===== src/rtl/fetch_unit_if.sv =====
`default_nettype none
// ============================================================================
//  Module      : fetch_unit_if
//  Description : Instruction-memory request/acknowledge bus between the fetch
//                stage (master) and instruction memory (slave).
//  Revision    : 1.0 - initial release
// ============================================================================
interface fetch_unit_if #(
   parameter int PC_W    = 10,
   parameter int INSTR_W = 16
);
   logic [PC_W-1:0]    memAddr;
   logic               memReq;
   logic               memAck;
   logic [INSTR_W-1:0] memData;

   modport master (
      output memAddr,
      output memReq,
      input  memAck,
      input  memData
   );

   modport slave (
      input  memAddr,
      input  memReq,
      output memAck,
      output memData
   );
endinterface
`default_nettype wire


===== src/rtl/fetch_unit.sv =====
`default_nettype none
// ============================================================================
//  Module      : fetch_unit
//  Description : Instruction-fetch stage. Owns the PC, requests one 16-bit word
//                at a time from instruction memory, issues it to the decoder
//                for one cycle (held while stalled) and selects the next PC
//                from the decoder's jump/branch controls.
//  Revision    : 1.0 - initial release
// ============================================================================
module fetch_unit #(
   parameter int              PC_W     = 10,
   parameter int              INSTR_W  = 16,
   parameter logic [PC_W-1:0] RESET_PC = '0
) (
   input  logic               clk,
   input  logic               reset,
   fetch_unit_if.master       mem,
   output logic [INSTR_W-1:0] instr,
   output logic               instrValid,
   output logic [PC_W-1:0]    pc,
   input  logic               stall,
   input  logic               jmpEnable,
   input  logic [PC_W-1:0]    jmpDir,
   input  logic               branchEnable,
   input  logic [5:0]         branchDir
);

   typedef enum logic [1:0] {
      S_IDLE  = 2'd0,
      S_REQ   = 2'd1,
      S_ISSUE = 2'd2
   } state_t;

   state_t             state_q;
   logic [PC_W-1:0]    pc_q;
   logic [PC_W-1:0]    pc_d;
   logic [INSTR_W-1:0] instr_q;
   logic [PC_W-1:0]    w_branch_off;
   logic [PC_W-1:0]    w_one;

   // Branch offset is relative to the branching instruction's own address.
   assign w_branch_off = {{(PC_W-6){branchDir[5]}}, branchDir};
   assign w_one        = {{(PC_W-1){1'b0}}, 1'b1};

   // Next-PC selection: jump beats branch beats sequential; wraps mod 2^PC_W.
   always_comb begin
      pc_d = pc_q + w_one;
      if (jmpEnable) begin
         pc_d = jmpDir;
      end else if (branchEnable) begin
         pc_d = pc_q + w_branch_off;
      end
   end

   // Fetch FSM: request, capture on ack, issue until not stalled.
   always_ff @(posedge clk or negedge reset) begin
      if (!reset) begin
         state_q <= S_IDLE;
         pc_q    <= RESET_PC;
         instr_q <= '0;
      end else begin
         case (state_q)
            S_IDLE: begin
               state_q <= S_REQ;
            end
            S_REQ: begin
               if (mem.memAck) begin
                  instr_q <= mem.memData;
                  state_q <= S_ISSUE;
               end
            end
            S_ISSUE: begin
               if (!stall) begin
                  pc_q    <= pc_d;
                  state_q <= S_REQ;
               end
            end
            default: begin
               state_q <= S_IDLE;
            end
         endcase
      end
   end

   // Outputs come only from registers or the state decode.
   assign mem.memAddr = pc_q;
   assign mem.memReq  = (state_q == S_REQ);
   assign instrValid  = (state_q == S_ISSUE);
   assign instr       = instr_q;
   assign pc          = pc_q;

endmodule
`default_nettype wire


===== src/flat_wrapper.sv =====
// flat-port wrapper written by rule: the top's interface ports become plain ports
module fetch_unit_flat 
#(
   parameter int              PC_W     = 10,
   parameter int              INSTR_W  = 16,
   parameter logic [PC_W-1:0] RESET_PC = '0
)
  (clk, reset, instr, instrValid, pc, stall, jmpEnable, jmpDir, branchEnable, branchDir, mem_memAddr, mem_memReq, mem_memAck, mem_memData);
  fetch_unit_if #(.PC_W(PC_W), .INSTR_W(INSTR_W)) mem_i ();
  input  logic clk;
  input  logic reset;
  output logic [INSTR_W-1:0] instr;
  output logic instrValid;
  output logic [PC_W-1:0] pc;
  input  logic stall;
  input  logic jmpEnable;
  input  logic [PC_W-1:0] jmpDir;
  input  logic branchEnable;
  input  logic [5:0] branchDir;
  output wire logic [$bits(mem_i.memAddr)-1:0] mem_memAddr;
  output wire logic [$bits(mem_i.memReq)-1:0] mem_memReq;
  input wire logic [$bits(mem_i.memAck)-1:0] mem_memAck;
  input wire logic [$bits(mem_i.memData)-1:0] mem_memData;
  assign mem_memAddr = mem_i.memAddr;
  assign mem_memReq = mem_i.memReq;
  assign mem_i.memAck = mem_memAck;
  assign mem_i.memData = mem_memData;
  fetch_unit #(.PC_W(PC_W), .INSTR_W(INSTR_W), .RESET_PC(RESET_PC)) u_core (.clk(clk), .reset(reset), .mem(mem_i), .instr(instr), .instrValid(instrValid), .pc(pc), .stall(stall), .jmpEnable(jmpEnable), .jmpDir(jmpDir), .branchEnable(branchEnable), .branchDir(branchDir));
endmodule

===== config.mk =====
export PLATFORM = sky130hd
export DESIGN_NAME = fetch_unit_flat
export DESIGN_NICKNAME = d
export VERILOG_FILES = /design/src/rtl/fetch_unit_if.sv /design/src/rtl/fetch_unit.sv /design/src/flat_wrapper.sv
export SDC_FILE = /design/constraint.sdc
export NUM_CORES = 1
export LEC_CHECK = 0
export ABC_AREA = 1
export CORE_UTILIZATION = 46
export DETAILED_ROUTE_END_ITERATION = 8
export HOLD_SLACK_MARGIN = 0.03
export PLACE_DENSITY = 0.86
export RECOVER_POWER = 25
export SYNTH_ARGS = -nofsm -noshare
export SYNTH_HDL_FRONTEND = slang
export SYNTH_SLANG_ARGS = --single-unit

===== constraint.sdc =====
create_clock -name clk -period 2.65 [get_ports clk]
set_input_delay 0.265 -clock clk [delete_from_list [all_inputs] [get_ports clk]]
set_output_delay 0.265 -clock clk [all_outputs]
set_load 0.01 [all_outputs]

==> impl_metrics.py <==
metrics = {
    "synthesis": {
        "synth-edff-count": 0,
        "synth_area_leaders": "dfrtp_1, nand2_1, mux2_4, buf_4, mux2_2",
        "synth_cell_types": 29,
        "yosys.area.top_type": "dfrtp_1",
        "ys_async_sr_fraction_pct": 100,
        "syn_avg_cell_area_sq_um": 8.80,
        "ys_seq_area_share_pct": 39.1,
        "ys_ff_latch": 28,
        "synth.top_cell.area_share_pct": 39.1,
        "syn-num-nets": 248,
        "synthCells": 204,
        "ys_warn_count": 0,
        "synth_area_sq_um": 1790,
        "ys.flop_type": "dfrtp_1",
    },
    "critical_path": {
        "r2r_start": "u_core.mem.memAddr[0]",
        "endpoint_kind": "flip-flop",
        "reg2reg_setup_slack_ps": 800,
        "crit_required_ps": 2820,
        "reg2reg_to": "u_core.mem.memAddr[8]",
        "reg2reg_depth": 10,
        "cp_max_fo": 6,
        "crit_type": "input pin to flip-flop",
        "cp-start-kind": "input pin",
        "cp_data_arrival_time_ps": 2230,
    },
    "sta": {
        "maxSlewViolCount": 0,
        "relSlewSlack_pct": 0.193,
        "grt_setup_unrepaired": "no",
        "min_period_ps": 2060,
        "worstMarginPinSlew_ps": 1500,
        "fin_crit_sh_pct": 77.6,
        "hold_violations": 0,
        "setup_violations": 0,
        "fin_skew_ps": 7.87,
        "tns_ps": 0,
        "max_freq_ghz": 0.486,
    },
    "run_status": {
        "violations": "max-capacitance violations",
        "outcome": "complete, but fails checks",
    },
    "clock_tree": {
        "numClockSinks": 28,
        "root_buffer": "clkbuf_8",
        "holdBufCountCts": 0,
        "clk_pin_slew_ps": 100,
        "cts_tree": "done",
        "cts_made_buffers": 3,
        "cts_setup_buffers": 0,
        "htreeDepth": 1,
        "clk_latency_ps": 270,
        "clock_path_buffers": 2,
        "cts_resized": 0,
    },
    "cells_and_area": {
        "postLayoutCoreUtil_pct": 69.2,
        "drive_gt1_share_pct": 14.4,
        "final_common_cell": "clkdlybuf4s50_1",
        "syn_to_final_growth_pct": 42.2,
        "fin_cells": 318,
        "nets": 315,
        "design_area_sq_um": 2550,
        "num_antenna_cells": 0,
        "final_cell_mix": "clkdlybuf4s50_1, nand2_1, dfrtp_1",
    },
    "worst_hold_path": {
        "hold_class": "flip-flop to flip-flop",
        "hold_end": "u_core.instr[11]",
        "hold-path-cell-count": 1,
        "hp-start": "u_core.instr[11]",
    },
    "routing": {
        "drc": 0,
        "num_vias": 1545,
        "first_iter_violations": 50,
        "drtPass1Iterations": 4,
        "detail_route.wl_per_cell_um": 12.6,
        "routed_wl_um": 4000,
        "antenna_left": 0,
        "avgViaCountPerCell": 4.86,
    },
    "global_routing": {
        "antenna_found_initial": 0,
        "grt_pass1_vias": 1588,
        "use_met2_pct": 36.2,
        "grt_util_met3_pct": 3.87,
        "use_met1_pct": 28.4,
        "track_usage_pct": 21.6,
        "gr-total-overflow": 0,
        "grt_pass1_wl_um": 7060,
        "grt_max_degree": 29,
        "grt_busiest_layer": "met2",
    },
    "floorplan": {
        "die_y_um": 64.5,
        "core_area_sq_um": 3690,
        "rows": 22,
        "ios": 76,
        "fp.dieW_um": 64.5,
        "start_util_pct": 48.6,
        "die_area_sq_um": 4150,
    },
    "place": {
        "io_buffers": 75,
        "place_area_sq_um": 2500,
        "dp_hpwl_um": 3150,
        "gp_congestion": 0.787,
        "dp_cells": 314,
    },
    "flow_run": {
        "cap_viol_max_count": 1,
    },
    "power_and_ir_drop": {
        "leakagePower_uw": 0.00123,
        "ir_worst_vdd_mv": 0.603,
        "power.density_nw_per_um2": 1060,
    },
}
## state kept, by name (all words and copies together) (netlist names)
register / cells
u_core.mem.memAddr: 10
u_core.instr: 16
u_core.state_q: 2
## worst max-delay path by stage
stage                          start  depth (start not counted)  slack (ps)                     to
2_1_floorplan  u_core.mem.memAddr[0]                         10         940  u_core.mem.memAddr[8]
3_3_place_gp            branchEnable                         12         380  u_core.mem.memAddr[8]
3_5_place_dp            branchEnable                         12         310  u_core.mem.memAddr[8]
4_1_cts                 branchEnable                         12         600  u_core.mem.memAddr[8]
5_1_grt                 branchEnable                         12         460  u_core.mem.memAddr[8]
6_report                branchEnable                         12         590  u_core.mem.memAddr[8]
## logic make-up (layout without fill, tap and decap cells)
| family | after synthesis | after routing | share of synthesized area, % |
|---|---|---|---|
| AO/OA/AOI/OAI | 19 | 19 | 6.35 |
| XOR/XNOR | 3 | 3 | 1.46 |
| adder cells (fa/ha/maj) | 6 | 6 | 4.60 |
| buffers and inverters | 35 | 101 | 10.9 |
| flip-flops | 28 | 28 | 39.1 |
| multiplexers | 16 | 16 | 11.9 |
| AND/OR/NAND/NOR | 97 | 97 | 25.7 |
## layout make-up
type,instances,area (sq um)
inverters,20,75.1
repair buffers,77,762
multi-input cells,141,898
clock buffers,4,55.1
flip-flops and latches,28,701
fillers,316,1140
well taps,48,60.1
## per-stage QoR
step	setup slack [ps]	total power, uW	hold WS (ps)
6_report	593	2690	517
2_1_floorplan	945	1770	-30.6
4_1_cts	597	2720	361
3_3_place_gp	377	2400	486
5_1_grt	460	2900	547
3_5_place_dp	310	2440	496
## synthesized netlist by cell type (3+ instances only)
master and count:
nand2_1 46, dfrtp_1 28, nor2_1 19, inv_1 18, nand3_1 13, buf_4 11
mux2_4 9, mux2_2 7, nand2_2 7, a21oi_1 6, o21ai_0 6, ha_1 5
nand4_1 4, buf_6 3, o31ai_1 3
## routing by layer
layer,vias up,wire [um]
li1,785,-
met1,706,1820
met2,50,1910
met3,4,231
met4,0,40
met5,-,0
## critical path, cell delays in order
cell             delay (ps)
clkdlybuf4s50_1         580
nand2_1                  90
ha_1                    230
fa_1                    420
nand3_1                 100
nand2_1                 100
nand3_1                 120
nand3_1                  70
nand2_1                  70
nand3_1                  60
nand2_1                  70
nand2_1                  40
## power by group
part           leakage [uW]  switching (uW)  total, uW  internal, uW
Combinational      0.000862             686       1590           907
Clock             0.0000288             130        263           133
Sequential         0.000335             197        838           641
(Power assumes the default switching activity.)
